<file path="config.mk">
export PLATFORM = sky130hd
export DESIGN_NAME = dff_bank_rr_writer
export DESIGN_NICKNAME = d
export VERILOG_FILES = /design/src/rtl/dff_ctrl_pkg.sv /design/src/rtl/dff_bank_rr_writer_rr_select.sv /design/src/rtl/dff_bank_rr_writer.sv
export SDC_FILE = /design/constraint.sdc
export NUM_CORES = 1
export LEC_CHECK = 0
export ABC_AREA = 0
export BUFFER_PORTS_ARGS = -buffer_cell sky130_fd_sc_hd__clkbuf_2
export CORE_ASPECT_RATIO = 1.75
export CORE_MARGIN = 1
export CORE_UTILIZATION = 50
export CTS_CLUSTER_DIAMETER = 40
export DETAILED_ROUTE_END_ITERATION = 7
export GPL_TIMING_DRIVEN = 0
export PLACE_DENSITY_LB_ADDON = 0.15
export SLEW_MARGIN = 20
export SYNTH_ARGS = -nofsm -noshare
export SYNTH_HDL_FRONTEND = slang
export SYNTH_SLANG_ARGS = --single-unit
</file>
<file path="constraint.sdc">
create_clock -name clk -period 4.3 [get_ports clk]
set_input_delay 0 -clock clk [delete_from_list [all_inputs] [get_ports clk]]
set_output_delay 0 -clock clk [all_outputs]
set_load 0.01 [all_outputs]
</file>
<file path="src/rtl/dff_ctrl_pkg.sv">
// ---------------------------------------------------------------------------
// dff_ctrl_pkg
//
// Purpose : shared definitions for the round-robin register writer.
//   - state_t       : sequencer state encoding (IDLE, GRANT, COMMIT)
//   - MAX_REQ       : widest requester vector the helpers support
//   - calc_idx_w()  : index width for a requester count ($clog2, minimum 1)
//   - onehot_to_idx : converts a one-hot vector (up to MAX_REQ bits) to an index
// ---------------------------------------------------------------------------
package dff_ctrl_pkg;

  localparam int MAX_REQ = 16;

  typedef enum logic [1:0] {
    IDLE   = 2'd0,
    GRANT  = 2'd1,
    COMMIT = 2'd2
  } state_t;

  // Index width for n requesters. A single requester still gets a 1-bit
  // index so that owner/pointer ports never collapse to zero width.
  function automatic int calc_idx_w(input int n);
    return (n <= 1) ? 1 : $clog2(n);
  endfunction

  // OR-combines the positions of all set bits. For a true one-hot input this
  // is exactly the index of the set bit; an all-zero input yields 0.
  function automatic int onehot_to_idx(input logic [MAX_REQ-1:0] onehot);
    int idx;
    idx = 0;
    for (int i = 0; i < MAX_REQ; i++) begin
      if (onehot[i]) begin
        idx = idx | i;
      end
    end
    return idx;
  endfunction

endpackage

</file>
<file path="src/rtl/dff_bank_rr_writer_rr_select.sv">
// ---------------------------------------------------------------------------
// rr_select
//
// Purpose : purely combinational round-robin picker. Starting at position
//           ptr and wrapping modulo NUM_REQ, returns the first requester
//           whose req bit is set and whose mask bit is clear.
//
// Ports   :
//   req    in  NUM_REQ  request vector
//   mask   in  NUM_REQ  requesters excluded from this scan
//   ptr    in  IDX_W    scan start position (0..NUM_REQ-1)
//   winner out NUM_REQ  one-hot winner, all zero when nothing eligible
//   idx    out IDX_W    index of winner (0 when nothing eligible)
// ---------------------------------------------------------------------------
module rr_select
  import dff_ctrl_pkg::*;
#(
  parameter int NUM_REQ = 4,
  parameter int IDX_W   = 2
) (
  input  logic [NUM_REQ-1:0] req,
  input  logic [NUM_REQ-1:0] mask,
  input  logic [IDX_W-1:0]   ptr,
  output logic [NUM_REQ-1:0] winner,
  output logic [IDX_W-1:0]   idx
);

  logic [NUM_REQ-1:0] w_elig;
  logic [IDX_W-1:0]   w_pos;
  logic               w_found;

  assign w_elig = req & ~mask;

  // Walk positions ptr, ptr+1, ... with an explicit wrap so the position
  // stays in range even when NUM_REQ is not a power of two.
  always_comb begin
    winner  = '0;
    w_found = 1'b0;
    w_pos   = ptr;
    for (int k = 0; k < NUM_REQ; k++) begin
      if (!w_found && w_elig[w_pos]) begin
        w_found        = 1'b1;
        winner[w_pos]  = 1'b1;
      end
      w_pos = (w_pos == IDX_W'(NUM_REQ - 1)) ? '0 : w_pos + IDX_W'(1);
    end
  end

  assign idx = IDX_W'(onehot_to_idx(MAX_REQ'(winner)));

endmodule

</file>
<file path="src/rtl/dff_bank_rr_writer.sv">
// ---------------------------------------------------------------------------
// dff_bank_rr_writer
//
// Purpose : round-robin write arbiter / sequencer for one shared WIDTH-bit
//           register. One requester is granted at a time; in the following
//           cycle its data slice is loaded, it receives a one-cycle ack and
//           the round-robin pointer moves past it.
//
// Ports   :
//   clk        in  1               rising-edge clock
//   reset      in  1               asynchronous reset, active low
//   req_i      in  NUM_REQ         level requests, held until ack
//   d_i        in  NUM_REQ*WIDTH   packed data, slice k = d_i[k*WIDTH +: WIDTH]
//   gnt_o      out NUM_REQ         one-hot registered grant
//   ack_o      out NUM_REQ         one-hot single-cycle write acknowledge
//   q_o        out WIDTH           shared register contents
//   q_valid_o  out 1               set once any write has committed
//   owner_o    out IDX_W           index of last committed writer
// ---------------------------------------------------------------------------
module dff_bank_rr_writer
  import dff_ctrl_pkg::*;
#(
  parameter int               NUM_REQ   = 4,
  parameter int               WIDTH     = 8,
  parameter logic [WIDTH-1:0] RESET_VAL = '0,
  localparam int              IDX_W     = calc_idx_w(NUM_REQ)
) (
  input  logic                     clk,
  input  logic                     reset,
  input  logic [NUM_REQ-1:0]       req_i,
  input  logic [NUM_REQ*WIDTH-1:0] d_i,
  output logic [NUM_REQ-1:0]       gnt_o,
  output logic [NUM_REQ-1:0]       ack_o,
  output logic [WIDTH-1:0]         q_o,
  output logic                     q_valid_o,
  output logic [IDX_W-1:0]         owner_o
);

  state_t             r_state;
  logic [IDX_W-1:0]   r_ptr;
  logic [NUM_REQ-1:0] r_gnt;
  logic [IDX_W-1:0]   r_gnt_idx;
  logic [NUM_REQ-1:0] r_ack;
  logic [WIDTH-1:0]   r_q;
  logic               r_q_valid;
  logic [IDX_W-1:0]   r_owner;

  logic [NUM_REQ-1:0] w_mask;
  logic [NUM_REQ-1:0] w_winner;
  logic [IDX_W-1:0]   w_win_idx;
  logic               w_any;
  logic [IDX_W-1:0]   w_ptr_adv;
  logic [WIDTH-1:0]   w_d [NUM_REQ];

  // Unpack the flat data bus so the granted slice can be picked by index.
  for (genvar gi = 0; gi < NUM_REQ; gi++) begin : g_unpack
    assign w_d[gi] = d_i[gi*WIDTH +: WIDTH];
  end

  // While committing, the requester just served may still show req high for
  // this one cycle (it drops after seeing the ack), so it is kept out of the
  // back-to-back scan. In IDLE r_gnt is zero, making the mask a no-op there.
  assign w_mask = (r_state == COMMIT) ? r_gnt : '0;

  rr_select #(
    .NUM_REQ (NUM_REQ),
    .IDX_W   (IDX_W)
  ) u_rr_select (
    .req    (req_i),
    .mask   (w_mask),
    .ptr    (r_ptr),
    .winner (w_winner),
    .idx    (w_win_idx)
  );

  assign w_any     = |w_winner;
  assign w_ptr_adv = (r_gnt_idx == IDX_W'(NUM_REQ - 1)) ? '0 : r_gnt_idx + IDX_W'(1);

  always_ff @(posedge clk or negedge reset) begin
    if (!reset) begin
      r_state   <= IDLE;
      r_ptr     <= '0;
      r_gnt     <= '0;
      r_gnt_idx <= '0;
      r_ack     <= '0;
      r_q       <= RESET_VAL;
      r_q_valid <= 1'b0;
      r_owner   <= '0;
    end else begin
      // ack is a single-cycle pulse; only the GRANT branch re-asserts it.
      r_ack <= '0;
      case (r_state)
        IDLE, COMMIT: begin
          if (w_any) begin
            r_gnt     <= w_winner;
            r_gnt_idx <= w_win_idx;
            r_state   <= GRANT;
          end else begin
            r_gnt   <= '0;
            r_state <= IDLE;
          end
        end

        GRANT: begin
          // The pointer moves past the granted requester whether or not it
          // actually wrote, so a withdrawn request does not keep priority.
          r_ptr <= w_ptr_adv;
          if (req_i[r_gnt_idx]) begin
            r_q       <= w_d[r_gnt_idx];
            r_ack     <= r_gnt;
            r_owner   <= r_gnt_idx;
            r_q_valid <= 1'b1;
            r_state   <= COMMIT;
          end else begin
            r_gnt   <= '0;
            r_state <= IDLE;
          end
        end

        default: begin
          r_gnt   <= '0;
          r_state <= IDLE;
        end
      endcase
    end
  end

  assign gnt_o     = r_gnt;
  assign ack_o     = r_ack;
  assign q_o       = r_q;
  assign q_valid_o = r_q_valid;
  assign owner_o   = r_owner;

endmodule

</file>
==> impl_metrics.py <==
metrics = {
    "outcome": {
        "outcome": "complete, no violations",
    },
    "sta": {
        "fin_skew_ns": 0.004242,
        "final-setup-viol-count": 0,
        "finalSetupTns_ns": 0,
        "whs_ns": 0.1477,
        "max_freq_ghz": 0.3108,
        "slew_headroom": 0.4206,
        "slew_violations": 0,
        "post-route-period-util": 0.7483,
        "min_period_ns": 3.218,
        "hold_violations": 0,
        "grt_setup_unrepaired": "no",
        "worstMarginPinSlew_ns": 0.8472,
    },
    "clock_network": {
        "cts_sinks": 25,
        "post_cts_buffers": 0,
        "cts_tree": "done",
        "clock_path_buffers": 2,
        "clkTransAtPathRegs_ns": 0.08,
        "cts_hold_buf": 1,
        "numCtsBuffers": 3,
        "cts.htree.levels": 1,
        "clock_latency_ns": 0.26,
        "cts-root-buf": "clkbuf_8",
        "post_cts_resized": 0,
    },
    "power": {
        "switching_share": 0.4549,
        "power_frac_clock": 0.094,
        "peakVddDrop_mv": 0.3948,
        "p_per_area_nw_per_um2": 682.4,
        "p_int_w": 0.0007781,
        "seq_power_share": 0.292,
        "combPwrFrac": 0.614,
        "p_sw_w": 0.0006494,
        "leakage_nw": 1.050,
    },
    "logic_synthesis": {
        "postSynth.asyncResetShare": 1.000,
        "synth_edf_count": 0,
        "syn_inst": 166,
        "ys_seq_area_frac": 0.3674,
        "avgSynthCellArea_um2": 10.26,
        "synthFlopType": "dfrtp_1",
        "netlist_area_um2": 1703,
        "synth_cell_types": 48,
        "synth_top_area_cell": "dfrtp_1",
        "netlist.area_leader.share": 0.3674,
        "synthTopCellsByArea": "dfrtp_1 37%, mux4_2 12%, nand2_1 7.3%, ha_1 5.1%, a2111oi_0 3.1%",
        "yosysWarnings": 0,
        "synth-seq-cells": 25,
        "synth_fp_nets": 211,
    },
    "final_layout": {
        "final_common_cell": "clkbuf_2",
        "drive_gt1_frac": 0.3568,
        "diodes": 0,
        "final_cell_mix": "56 x clkbuf_2, 33 x nand2_1, 25 x dfrtp_1",
        "area_delta_synth_final_pct": 22.85,
        "nets": 273,
    },
    "routing": {
        "wire_per_inst_um": 16.07,
        "drc": 0,
        "antenna_left": 0,
        "drt-total-wl_um": 4340,
        "drtIter0Drc": 46,
        "firstDrtPassIters": 4,
        "via_per_inst": 5.904,
        "vias": 1594,
    },
    "placed_design": {
        "place_congestion": 0.8180,
        "io_buffer_count": 56,
        "post-dp-hpwl_um": 3601,
    },
    "worst_hold_path": {
        "hp-class": "in2reg",
    },
    "job": {
        "max-cap-violations": 0,
    },
    "die": {
        "die_h_um": 79.20,
        "start_util": 0.5306,
        "fp.dieArea_um2": 3652,
        "coreArea_um2": 3209,
        "ios": 57,
        "die-width_um": 46.12,
        "rows": 27,
    },
    "critical_path": {
        "cp.arrival_ns": 3.32,
        "criticalPathCategory": "reg2reg",
        "cp-end-kind": "flop",
        "worstPathRequired_ns": 4.40,
        "crit_fanout": 11,
        "start_kind": "flop",
        "rrSetupSlack_ns": 1.08,
    },
    "grt": {
        "antenna_found_initial": 0,
        "grt_pass1_vias": 1652,
        "globalRouteTotalUtil": 0.2644,
        "grt_overflow": 0,
        "grt_max_degree": 26,
        "grt_pass1_wl_um": 7141,
    },
}
flip-flops by register name, indices dropped and copies added, names as in the netlist:
register	flops
r_ptr	2
gnt_o	4
r_gnt_idx	2
owner_o	2
r_state	2
q_o	8
q_valid_o	1
ack_o	4
cells in the mapped netlist (4+ instances only):
cell / instances
clkbuf_1: 6
mux4_2: 9
ha_1: 7
and2_1: 4
nand2b_1: 5
o221ai_1: 4
dfrtp_1: 25
inv_1: 11
nand2_1: 33
a2111oi_0: 6
o21ai_0: 5
and3b_2: 4
cell families (layout without fill, tap and decap cells):
family | Yosys count | count (layout) | share of synthesized area
muxes | 11 | 11 | 0.1315
AOI/OAI and AO/OA | 41 | 41 | 0.1969
and+or+nand+nor | 63 | 63 | 0.2065
buffers and inverters | 19 | 80 | 0.04629
adders and majority gates | 7 | 7 | 0.05143
DFF | 25 | 25 | 0.3674
power by group through the flow:
stage               Combinational (W)  Sequential, W  Clock, W
floorplan                    0.000598       0.000434         0
global placement             0.000855       0.000415         0
detailed placement           0.000878       0.000419         0
CTS                          0.000881       0.000416  0.000135
global route                 0.000964       0.000432  0.000144
finish                       0.000877       0.000417  0.000134
per-stage QoR:
stage / worst slack (ns) / util / area [um^2] / std cells / total power, W
after global routing: 0.9314 / 0.6519 / 2092 / 270 / 0.001540
after floorplan: 1.912 / - / 1703 / 166 / 0.001033
after global placement: 1.335 / 0.6347 / 2037 / 265 / 0.001270
after detailed placement: 1.191 / 0.6347 / 2037 / 265 / 0.001297
final: 1.082 / 0.6519 / 2092 / 270 / 0.001428
after CTS: 1.161 / 0.6519 / 2092 / 270 / 0.001432
cell type report:
type	instances	area (um^2)
Fill cell	279	1117
Multi-Input combinational cell	122	998.5
Sequential cell	25	625.6
Timing Repair Buffer	57	290.3
Tap cell	43	53.80
Clock buffer	4	45.04
Inverter	12	45.04
Buffer	7	33.78
per-layer routing:
metal,routed length [um],global-route usage,part of all wire,vias to the layer above
met2,2543,0.5197,0.59,75
met3,204,0.01818,0.047,4
met4,52,0.06765,0.012,0
met1,1540,0.2774,0.35,768
li1,-,-,-,747
met5,0,0,0,-
critical path, stage by stage, from the launching register on:
cell and delay, ns:
dfrtp_1 0.58, ha_1 0.21, clkbuf_1 0.35, nor2_1 0.20, a2111oi_0 0.80, a311oi_1 0.16, o311ai_1 0.38, o221a_2 0.29
o311ai_2 0.10
final timing paths:
kind | from | endpoint | depth (start not counted)
min in group asynchronous | reset | owner_o[0] | 2
worst max-delay path | r_ptr[0] | r_gnt_idx[0] | 8
worst min-delay path | d_i[23] | q_o[7] | 4
worst min register to register | q_o[0] | q_o[0] | 2
worst max register to register | r_ptr[0] | r_gnt_idx[0] | 8
max in group asynchronous | reset | r_state[0] | 2
No activity file was read; power rests on OpenSTA's default activity.
